### src/rtl/c1541_gcr_dec_pkg.sv
`default_nettype none
// ============================================================================
//  Module      : c1541_pkg
//  Description : Shared definitions for the 1541 GCR track decoder.
//                Provides the sync length, the block ID bytes, the decoder
//                state encoding, and the GCR 5-bit to 4-bit decode function.
//                The decode function returns {valid, nibble}.
//  Revision    : 1.0 - initial release
// ============================================================================
package c1541_pkg;

    // A run of this many consecutive ones marks a sync field
    localparam int SYNC_LEN = 10;

    // Block identifiers: first byte after sync
    localparam logic [7:0] c_ID_HDR  = 8'h08;
    localparam logic [7:0] c_ID_DATA = 8'h07;

    // Highest sector number that any zone of a 1541 disk uses
    localparam logic [7:0] c_MAX_SECTOR = 8'd20;

    typedef enum logic [2:0] {
        ST_HUNT = 3'd0,
        ST_SYNC = 3'd1,
        ST_ID   = 3'd2,
        ST_HDR  = 3'd3,
        ST_DATA = 3'd4,
        ST_SKIP = 3'd5
    } gcr_state_e;

    localparam logic [2:0] c_ST_HUNT = 3'(ST_HUNT);
    localparam logic [2:0] c_ST_SYNC = 3'(ST_SYNC);
    localparam logic [2:0] c_ST_ID   = 3'(ST_ID);
    localparam logic [2:0] c_ST_HDR  = 3'(ST_HDR);
    localparam logic [2:0] c_ST_DATA = 3'(ST_DATA);
    localparam logic [2:0] c_ST_SKIP = 3'(ST_SKIP);

    // Standard 1541 GCR table, inverse direction. Codes outside the table
    // return valid = 0 and nibble = 0.
    function automatic logic [4:0] gcr_decode(input logic [4:0] code);
        logic [4:0] w_res;
        case (code)
            5'b01010: w_res = {1'b1, 4'h0};
            5'b01011: w_res = {1'b1, 4'h1};
            5'b10010: w_res = {1'b1, 4'h2};
            5'b10011: w_res = {1'b1, 4'h3};
            5'b01110: w_res = {1'b1, 4'h4};
            5'b01111: w_res = {1'b1, 4'h5};
            5'b10110: w_res = {1'b1, 4'h6};
            5'b10111: w_res = {1'b1, 4'h7};
            5'b01001: w_res = {1'b1, 4'h8};
            5'b11001: w_res = {1'b1, 4'h9};
            5'b11010: w_res = {1'b1, 4'hA};
            5'b11011: w_res = {1'b1, 4'hB};
            5'b01101: w_res = {1'b1, 4'hC};
            5'b11101: w_res = {1'b1, 4'hD};
            5'b11110: w_res = {1'b1, 4'hE};
            5'b10101: w_res = {1'b1, 4'hF};
            default:  w_res = {1'b0, 4'h0};
        endcase
        return w_res;
    endfunction

endpackage
`default_nettype wire

### src/rtl/c1541_gcr_dec_if.sv
`default_nettype none
// ============================================================================
//  Module      : c1541_gcr_dec_if
//  Description : Bit-stream input and decode-result bundle of the GCR decoder.
//                master : drives bit_en, bit_in, track; observes results.
//                slave  : the decoder.
//  Revision    : 1.0 - initial release
// ============================================================================
interface c1541_gcr_dec_if;
    logic       bit_en;      // one GCR bit cell per strobe
    logic       bit_in;      // raw GCR bit, MSB first
    logic [5:0] track;       // current head track
    logic       in_sync;     // run of ones >= 10
    logic       hdr_valid;   // pulse: good header
    logic       hdr_err;     // pulse: bad header
    logic [4:0] hdr_sector;  // sector of last good header
    logic [5:0] hdr_track;   // track of last good header
    logic [7:0] ram_addr;    // data byte index
    logic [7:0] ram_di;      // decoded data byte
    logic       ram_we;      // pulse: write ram_di at ram_addr
    logic       sec_done;    // pulse: data block good
    logic       sec_err;     // pulse: data block bad or aborted

    modport master (
        output bit_en, bit_in, track,
        input  in_sync, hdr_valid, hdr_err, hdr_sector, hdr_track,
               ram_addr, ram_di, ram_we, sec_done, sec_err
    );

    modport slave (
        input  bit_en, bit_in, track,
        output in_sync, hdr_valid, hdr_err, hdr_sector, hdr_track,
               ram_addr, ram_di, ram_we, sec_done, sec_err
    );
endinterface
`default_nettype wire

### src/rtl/c1541_gcr_dec_sync_det.sv
`default_nettype none
// ============================================================================
//  Module      : c1541_gcr_sync_det
//  Description : Sync detector and 10-bit GCR byte framer.
//    clk32         in   system clock
//    reset         in   asynchronous active-high reset
//    i_bit_en      in   bit strobe
//    i_bit_in      in   raw GCR bit
//    o_in_sync     out  current run of ones is SYNC_LEN or longer
//    o_sync_stb    out  this strobe completes a sync run (comb.)
//    o_frame_start out  this strobe carries the first 0 after sync (comb.)
//    o_byte_stb    out  this strobe is the 10th bit of a byte (comb.)
//    o_code        out  the 10 GCR bits of that byte, first bit in [9]
//  Revision    : 1.0 - initial release
// ============================================================================
module c1541_gcr_sync_det
    import c1541_pkg::*;
(
    input  logic       clk32,
    input  logic       reset,
    input  logic       i_bit_en,
    input  logic       i_bit_in,
    output logic       o_in_sync,
    output logic       o_sync_stb,
    output logic       o_frame_start,
    output logic       o_byte_stb,
    output logic [9:0] o_code
);

    logic [3:0] r_ones;     // saturates at SYNC_LEN
    logic [8:0] r_shift;    // last nine bits received
    logic       r_framing;
    logic [3:0] r_bitcnt;   // bits of the current byte already received
    logic       w_run_full;

    assign w_run_full    = (r_ones == 4'(SYNC_LEN));
    assign o_in_sync     = w_run_full;
    assign o_sync_stb    = i_bit_en & i_bit_in & (r_ones == 4'(SYNC_LEN - 1));
    // The zero ending a sync run is the MSB of the first quintuple, so it
    // starts framing in the same strobe rather than being dropped.
    assign o_frame_start = i_bit_en & ~i_bit_in & w_run_full;
    // A sync run landing on a byte boundary takes precedence over the byte.
    assign o_byte_stb    = i_bit_en & r_framing & (r_bitcnt == 4'd9) & ~o_sync_stb;
    assign o_code        = {r_shift, i_bit_in};

    always_ff @(posedge clk32 or posedge reset) begin
        if (reset) begin
            r_ones    <= 4'd0;
            r_shift   <= 9'd0;
            r_framing <= 1'b0;
            r_bitcnt  <= 4'd0;
        end else if (i_bit_en) begin
            r_shift <= {r_shift[7:0], i_bit_in};

            if (!i_bit_in) begin
                r_ones <= 4'd0;
            end else if (!w_run_full) begin
                r_ones <= r_ones + 4'd1;
            end

            if (o_sync_stb) begin
                r_framing <= 1'b0;
                r_bitcnt  <= 4'd0;
            end else if (o_frame_start) begin
                r_framing <= 1'b1;
                r_bitcnt  <= 4'd1;
            end else if (r_framing) begin
                r_bitcnt <= (r_bitcnt == 4'd9) ? 4'd0 : r_bitcnt + 4'd1;
            end
        end
    end

endmodule
`default_nettype wire

### src/rtl/c1541_gcr_dec.sv
`default_nettype none
// ============================================================================
//  Module      : c1541_gcr_dec
//  Description : Commodore 1541 GCR track decoder. Finds sync, frames and
//                decodes GCR bytes, checks headers and writes data blocks
//                to a 256-byte sector buffer.
//    clk32   in     32 MHz system clock
//    reset   in     asynchronous active-high reset
//    bus     slave  c1541_gcr_dec_if (bit stream in, decode results out)
//  Build option : C1541_GCR_DEC_TRACK_CHECK_EN - when defined, a header
//                 whose track differs from bus.track is rejected.
//  Revision    : 1.0 - initial release
// ============================================================================
module c1541_gcr_dec
    import c1541_pkg::*;
(
    input  logic              clk32,
    input  logic              reset,
    c1541_gcr_dec_if.slave    bus
);

    logic       w_in_sync;
    logic       w_sync_stb;
    logic       w_frame_start;
    logic       w_byte_stb;
    logic [9:0] w_code;
    logic [4:0] w_hi;
    logic [4:0] w_lo;
    logic [7:0] w_byte;
    logic       w_code_ok;
    logic       w_bad;
    logic       w_cks_ok;
    logic       w_trk_match;

    logic [2:0] r_state;
    logic [8:0] r_bytecnt;
    logic [7:0] r_cks;
    logic       r_gcr_bad;
    logic       r_hdr_ok;
    logic [4:0] r_tmp_sec;
    logic [5:0] r_tmp_trk;
    logic       r_sec_ok;
    logic       r_trk_ok;

    logic       r_hdr_valid;
    logic       r_hdr_err;
    logic [4:0] r_hdr_sector;
    logic [5:0] r_hdr_track;
    logic [7:0] r_ram_addr;
    logic [7:0] r_ram_di;
    logic       r_ram_we;
    logic       r_sec_done;
    logic       r_sec_err;

    c1541_gcr_sync_det u_sync_det (
        .clk32         (clk32),
        .reset         (reset),
        .i_bit_en      (bus.bit_en),
        .i_bit_in      (bus.bit_in),
        .o_in_sync     (w_in_sync),
        .o_sync_stb    (w_sync_stb),
        .o_frame_start (w_frame_start),
        .o_byte_stb    (w_byte_stb),
        .o_code        (w_code)
    );

    assign w_hi      = gcr_decode(w_code[9:5]);
    assign w_lo      = gcr_decode(w_code[4:0]);
    assign w_byte    = {w_hi[3:0], w_lo[3:0]};
    assign w_code_ok = w_hi[4] & w_lo[4];
    // Include the byte being completed so a bad checksum byte counts too
    assign w_bad     = r_gcr_bad | ~w_code_ok;
    // Running XOR including the final byte must be zero
    assign w_cks_ok  = ((r_cks ^ w_byte) == 8'h00);

`ifdef C1541_GCR_DEC_TRACK_CHECK_EN
    assign w_trk_match = (w_byte == {2'b00, bus.track});
`else
    assign w_trk_match = 1'b1;
`endif

    always_ff @(posedge clk32 or posedge reset) begin
        if (reset) begin
            r_state      <= c_ST_HUNT;
            r_bytecnt    <= 9'd0;
            r_cks        <= 8'd0;
            r_gcr_bad    <= 1'b0;
            r_hdr_ok     <= 1'b0;
            r_tmp_sec    <= 5'd0;
            r_tmp_trk    <= 6'd0;
            r_sec_ok     <= 1'b0;
            r_trk_ok     <= 1'b0;
            r_hdr_valid  <= 1'b0;
            r_hdr_err    <= 1'b0;
            r_hdr_sector <= 5'd0;
            r_hdr_track  <= 6'd0;
            r_ram_addr   <= 8'd0;
            r_ram_di     <= 8'd0;
            r_ram_we     <= 1'b0;
            r_sec_done   <= 1'b0;
            r_sec_err    <= 1'b0;
        end else begin
            r_hdr_valid <= 1'b0;
            r_hdr_err   <= 1'b0;
            r_ram_we    <= 1'b0;
            r_sec_done  <= 1'b0;
            r_sec_err   <= 1'b0;

            if (w_sync_stb) begin
                // New sync aborts whatever block was in progress. Only an
                // interrupted data block is reported; its header is spent.
                r_gcr_bad <= 1'b0;
                if (r_state == c_ST_DATA) begin
                    r_sec_err <= 1'b1;
                    r_hdr_ok  <= 1'b0;
                end
                r_state <= c_ST_SYNC;
            end else begin
                if (w_byte_stb && !w_code_ok) begin
                    r_gcr_bad <= 1'b1;
                end

                case (r_state)
                    c_ST_SYNC: begin
                        if (w_frame_start) begin
                            r_state <= c_ST_ID;
                        end
                    end

                    c_ST_ID: begin
                        if (w_byte_stb) begin
                            r_bytecnt <= 9'd0;
                            r_cks     <= 8'd0;
                            if (w_byte == c_ID_HDR) begin
                                r_state <= c_ST_HDR;
                            end else if (w_byte == c_ID_DATA && r_hdr_ok) begin
                                r_state <= c_ST_DATA;
                            end else begin
                                r_state <= c_ST_SKIP;
                            end
                        end
                    end

                    // Byte order: cks, sector, track, id2, id1
                    c_ST_HDR: begin
                        if (w_byte_stb) begin
                            r_cks     <= r_cks ^ w_byte;
                            r_bytecnt <= r_bytecnt + 9'd1;
                            case (r_bytecnt[2:0])
                                3'd1: begin
                                    r_tmp_sec <= w_byte[4:0];
                                    r_sec_ok  <= (w_byte <= c_MAX_SECTOR);
                                end
                                3'd2: begin
                                    r_tmp_trk <= w_byte[5:0];
                                    r_trk_ok  <= w_trk_match;
                                end
                                3'd4: begin
                                    if (w_cks_ok && !w_bad && r_sec_ok && r_trk_ok) begin
                                        r_hdr_valid  <= 1'b1;
                                        r_hdr_sector <= r_tmp_sec;
                                        r_hdr_track  <= r_tmp_trk;
                                        r_hdr_ok     <= 1'b1;
                                    end else begin
                                        r_hdr_err <= 1'b1;
                                        r_hdr_ok  <= 1'b0;
                                    end
                                    r_state <= c_ST_SKIP;
                                end
                                default: ;
                            endcase
                        end
                    end

                    // 256 payload bytes, then the checksum byte
                    c_ST_DATA: begin
                        if (w_byte_stb) begin
                            if (!r_bytecnt[8]) begin
                                r_ram_we   <= 1'b1;
                                r_ram_addr <= r_bytecnt[7:0];
                                r_ram_di   <= w_byte;
                                r_cks      <= r_cks ^ w_byte;
                                r_bytecnt  <= r_bytecnt + 9'd1;
                            end else begin
                                if (w_cks_ok && !w_bad) begin
                                    r_sec_done <= 1'b1;
                                end else begin
                                    r_sec_err <= 1'b1;
                                end
                                r_hdr_ok <= 1'b0;
                                r_state  <= c_ST_SKIP;
                            end
                        end
                    end

                    default: ;  // HUNT and SKIP wait for sync
                endcase
            end
        end
    end

    assign bus.in_sync    = w_in_sync;
    assign bus.hdr_valid  = r_hdr_valid;
    assign bus.hdr_err    = r_hdr_err;
    assign bus.hdr_sector = r_hdr_sector;
    assign bus.hdr_track  = r_hdr_track;
    assign bus.ram_addr   = r_ram_addr;
    assign bus.ram_di     = r_ram_di;
    assign bus.ram_we     = r_ram_we;
    assign bus.sec_done   = r_sec_done;
    assign bus.sec_err    = r_sec_err;

endmodule
`default_nettype wire
### src/flat_wrapper.sv
// flat-port wrapper written by rule: the top's interface ports become plain ports
module c1541_gcr_dec_flat import c1541_pkg::*;
  (clk32, reset, bus_bit_en, bus_bit_in, bus_track, bus_in_sync, bus_hdr_valid, bus_hdr_err, bus_hdr_sector, bus_hdr_track, bus_ram_addr, bus_ram_di, bus_ram_we, bus_sec_done, bus_sec_err);
  c1541_gcr_dec_if bus_i ();
  input  logic clk32;
  input  logic reset;
  input wire logic [$bits(bus_i.bit_en)-1:0] bus_bit_en;
  input wire logic [$bits(bus_i.bit_in)-1:0] bus_bit_in;
  input wire logic [$bits(bus_i.track)-1:0] bus_track;
  output wire logic [$bits(bus_i.in_sync)-1:0] bus_in_sync;
  output wire logic [$bits(bus_i.hdr_valid)-1:0] bus_hdr_valid;
  output wire logic [$bits(bus_i.hdr_err)-1:0] bus_hdr_err;
  output wire logic [$bits(bus_i.hdr_sector)-1:0] bus_hdr_sector;
  output wire logic [$bits(bus_i.hdr_track)-1:0] bus_hdr_track;
  output wire logic [$bits(bus_i.ram_addr)-1:0] bus_ram_addr;
  output wire logic [$bits(bus_i.ram_di)-1:0] bus_ram_di;
  output wire logic [$bits(bus_i.ram_we)-1:0] bus_ram_we;
  output wire logic [$bits(bus_i.sec_done)-1:0] bus_sec_done;
  output wire logic [$bits(bus_i.sec_err)-1:0] bus_sec_err;
  assign bus_i.bit_en = bus_bit_en;
  assign bus_i.bit_in = bus_bit_in;
  assign bus_i.track = bus_track;
  assign bus_in_sync = bus_i.in_sync;
  assign bus_hdr_valid = bus_i.hdr_valid;
  assign bus_hdr_err = bus_i.hdr_err;
  assign bus_hdr_sector = bus_i.hdr_sector;
  assign bus_hdr_track = bus_i.hdr_track;
  assign bus_ram_addr = bus_i.ram_addr;
  assign bus_ram_di = bus_i.ram_di;
  assign bus_ram_we = bus_i.ram_we;
  assign bus_sec_done = bus_i.sec_done;
  assign bus_sec_err = bus_i.sec_err;
  c1541_gcr_dec u_core (.clk32(clk32), .reset(reset), .bus(bus_i));
endmodule
### config.mk
export PLATFORM = sky130hd
export DESIGN_NAME = c1541_gcr_dec_flat
export DESIGN_NICKNAME = d
export VERILOG_FILES = /design/src/rtl/c1541_gcr_dec_pkg.sv /design/src/rtl/c1541_gcr_dec_if.sv /design/src/rtl/c1541_gcr_dec_sync_det.sv /design/src/rtl/c1541_gcr_dec.sv /design/src/flat_wrapper.sv
export SDC_FILE = /design/constraint.sdc
export NUM_CORES = 1
export LEC_CHECK = 0
export CAP_MARGIN = 10
export CORE_MARGIN = 3
export CORE_UTILIZATION = 55
export CTS_BUF_LIST = sky130_fd_sc_hd__clkbuf_4
export CTS_CLUSTER_DIAMETER = 40
export DETAILED_ROUTE_END_ITERATION = 7
export GPL_TIMING_DRIVEN = 0
export PLACE_DENSITY = 0.77
export SYNTH_ARGS = -nofsm -noshare
export SYNTH_HDL_FRONTEND = slang
export SYNTH_SLANG_ARGS = --single-unit
### constraint.sdc
create_clock -name clk32 -period 3.22 [get_ports clk32]
set_input_delay 0.644 -clock clk32 [delete_from_list [all_inputs] [get_ports clk32]]
set_output_delay 0.644 -clock clk32 [all_outputs]
set_load 0.02 [all_outputs]
==> out/metrics.cfg, run 1 <==
[sta]
fin_crit_ps=2990
hold_violations=0
period_share=0.929
worst_pin_slew_ps=697
rsz0062_at_grt=no
max_slew_margin=0.532
timing.hold.ws_ps=487
final_max_slew_viol_count=0
fin_ws_ps=230
max_freq_mhz=334
fin_skew_ps=30.6
setup-violations-final=0

[setup_path]
path_max_fanout=7
crit_type=register to register
crit_chain=inv_1 -> ha_1 -> nor2b_1 -> o31a_1 -> a21o_1 -> nor4_2 -> nand4_4 -> nor3_4 -> buf_4 -> buf_12 -> mux2_4
worst_ep_arrival_time_ps=3320
required_ps=3540
path_delay_family=simple AND/OR/NAND/NOR gates
worst_setup_path_start_kind=register
r2r_slack_ps=230
crit_path_end_kind=register
slowest_delay_ps=480
worst-path-buf-inv=3
cpMaxStageDelayCell=dfrtp_1

[detailed_routing]
wire_per_inst_um=15.8
drc_errors=0
wl_met2_um=4870
route.met3.wl_um=446
firstDrtPassIters=5
met1_length_um=4690
via_count=3718
wl_um=10200
viasPerCell=5.76
ant_nets=0
top_layer=met4
drtIter0Drc=272

[synthesis]
synth_fa_ha_area_frac=0.0520
synth_ff_type=dfrtp_1
synth_seq_cells=85
synth.top_cell.area_share=0.465
synth-xor-area-share=0.0249
synth_edf_count=0
synthDistinctLibCells=68
ys.warnings.count=0
synth-compound-area-share=0.143
synthMuxAreaShare=0.0577
avgSynthCellArea_sq_um=9.47
synth_area_sq_mm=0.00457
async_reset_ff_frac=1.00
ys_seq_area_frac=0.465
synthCells=483
syn-num-nets=512
synth_top_family_by_area=simple AND/OR/NAND/NOR gates
yosysTopAreaCell=dfrtp_1
synthSimpleGateAreaFrac=0.216
ys_top_cells_by_area=dfrtp_1 46%, nand2_1 6.7%, o21ai_0 6.0%

[pwr]
ir_drop_mv=0.235
power.leakage_uw=0.00238
power_density_mw_per_mm2=439

[final_layout]
layout_commonest_cell=dfrtp_1
fin_area_sq_mm=0.00535
drive_above_1_share=0.121
antenna_cells=0
mostFrequentLayoutCells=85 x dfrtp_1, 82 x nand2_1, 55 x o21ai_0
syn_to_final_growth_pct=17.0
nets=568
stdcell_count=646
final_core_util=0.678

[clock_network]
clkLatencyLatePin_ps=440
cts_root_buf=clkbuf_4
cts_buffers=9
cts_buffer_depth=2
tritoncts_num_sinks=85
path_clk_slew_ps=160
cts_tree=done
htreeDepth=3
hold_buffers=0

[floorplanning]
start_util=0.580
die_y_um=97.2
core_sq_mm=0.00789
num_io_pins=43
rows=32
die_area_sq_mm=0.00945
chipWidth_um=97.2

[place]
dp.cells=622
dp_hpwl_um=7270
dpl-instance-area_sq_mm=0.00509
port-buffer-count=36
pre_cts_ws_ps=-1010
place.gp.congestion=0.871

[min_path]
min_path_type=register to register

[global_routing]
grt_antenna_before_repair=0
grt_max_degree=55
grt_pass1_wl_um=17400
grt-ovfl-total=0
track_usage=0.224
grt_pass1_vias=3634

[run_status]
status=complete, no violations

[flow_run]
cap_violations=0

-- power by group --
| part | internal, uW | total (uW) | switching, uW |
|---|---|---|---|
| sequential | 1120 | 1180 | 65.2 |
| clock | 160 | 551 | 391 |
| combinational | 246 | 615 | 370 |
| total | 1520 | 2350 | 826 |
-- flip-flops by register name, indices dropped and copies added (netlist names) --
| signal | cells |
|---|---|
| u_core.bus.hdr_valid | 1 |
| u_core.bus.sec_done | 1 |
| u_core.r_gcr_bad | 1 |
| u_core.r_hdr_ok | 1 |
| u_core.r_trk_ok | 1 |
| u_core.u_sync_det.r_shift | 9 |
| u_core.u_sync_det.r_ones | 4 |
| u_core.r_state | 3 |
| u_core.bus.sec_err | 1 |
| u_core.r_sec_ok | 1 |
| u_core.r_bytecnt | 9 |
| u_core.u_sync_det.r_framing | 1 |
| u_core.bus.hdr_track | 6 |
| u_core.r_cks | 8 |
| u_core.r_tmp_sec | 5 |
| u_core.bus.ram_we | 1 |
| u_core.bus.hdr_sector | 5 |
| u_core.bus.ram_addr | 8 |
| u_core.bus.ram_di | 8 |
| u_core.bus.hdr_err | 1 |
| u_core.r_tmp_trk | 6 |
| u_core.u_sync_det.r_bitcnt | 4 |
-- cell families after synthesis --
| group | count (synthesis) |
|---|---|
| fa+ha+maj | 19 |
| buf+inv | 41 |
| mux | 21 |
| xor+xnor | 13 |
| simple gates | 197 |
| compound gates | 107 |
| flops | 85 |
-- worst paths after layout --
check / start / endpoint / cells after the start
max in group asynchronous: reset / u_core.r_state[0] / 3
max reg2reg: u_core.u_sync_det.r_shift[4] / u_core.bus.hdr_sector[1] / 11
max: u_core.u_sync_det.r_shift[4] / u_core.bus.hdr_sector[1] / 11
min in group asynchronous: reset / u_core.u_sync_det.r_shift[1] / 2
min reg2reg: u_core.r_trk_ok / u_core.r_trk_ok / 1
min: u_core.r_trk_ok / u_core.r_trk_ok / 1
-- routing by layer --
| layer | global-route usage | up-vias |
|---|---|---|
| met5 | 0 | - |
| met4 | 0.0864 | 0 |
| met3 | 0.0345 | 22 |
| met2 | 0.367 | 108 |
| met1 | 0.301 | 1789 |
| li1 | - | 1799 |
-- layout make-up --
class	instances	area (sq um)
multi-input combinational	357	2290
clock inverter	7	48.8
inverter	20	81.3
clock buffer	9	67.6
tap	102	128
fill	635	2540
timing repair buffer	45	475
sequential	85	2130
buffer	21	130
-- worst reg2reg max path: stages (launching register included) --
cell and delay (ps):
dfrtp_1 480, inv_1 130, ha_1 280, nor2b_1 150, o31a_1 380, a21o_1 220, nor4_2 330, nand4_4 160
nor3_4 170, buf_4 160, buf_12 120, mux2_4 310
-- repair_timing --
action / CTS / global route
cloned: 1 / 0
setup endpoints to repair: 12 / 11
resized for setup: 8 / 3
buffers inserted: 7 / 0
pin swaps: 3 / 3
-- cell usage after synthesis, types with 2 or more instances --
| master | count |
|---|---|
| clkbuf_1 | 10 |
| xor2_1 | 9 |
| nand2_1 | 82 |
| inv_1 | 20 |
| nand2b_1 | 8 |
| and2_1 | 4 |
| mux2i_1 | 5 |
| buf_2 | 6 |
| nor4_2 | 2 |
| nand3b_1 | 4 |
| buf_4 | 2 |
| ha_1 | 19 |
| mux2_2 | 7 |
| o31ai_1 | 5 |
| o21ai_0 | 55 |
| nor2b_1 | 13 |
| dfrtp_1 | 85 |
| nand4_1 | 7 |
| mux2_4 | 9 |
| nor3_1 | 12 |
| a31oi_1 | 7 |
| xnor2_1 | 4 |
| o211ai_1 | 3 |
| a21oi_1 | 13 |
| o21bai_1 | 2 |
| nand3_1 | 11 |
| a22o_1 | 4 |
| nor3b_1 | 4 |
| and3_1 | 4 |
| nor2_1 | 29 |
-- stage by stage --
stage / setup TNS, ps / total power, uW
floorplan: 0 / 1650
global placement: -96950 / 1760
detailed placement: -14110 / 1790
CTS: 0 / 2340
global route: 0 / 2490
finish: 0 / 2350
Power figures use the tool's default switching activity.
==> inputs of run 2 (changes only) <==
--- a/config.mk
+++ b/config.mk
@@ -13,6 +13,7 @@
 export DETAILED_ROUTE_END_ITERATION = 7
 export GPL_TIMING_DRIVEN = 0
 export PLACE_DENSITY = 0.77
+export SLEW_MARGIN = 20
 export SYNTH_ARGS = -nofsm -noshare
 export SYNTH_HDL_FRONTEND = slang
 export SYNTH_SLANG_ARGS = --single-unit
==> results of run 2 <==
The final DEF is identical to that of run 1; final timing and power are the same.
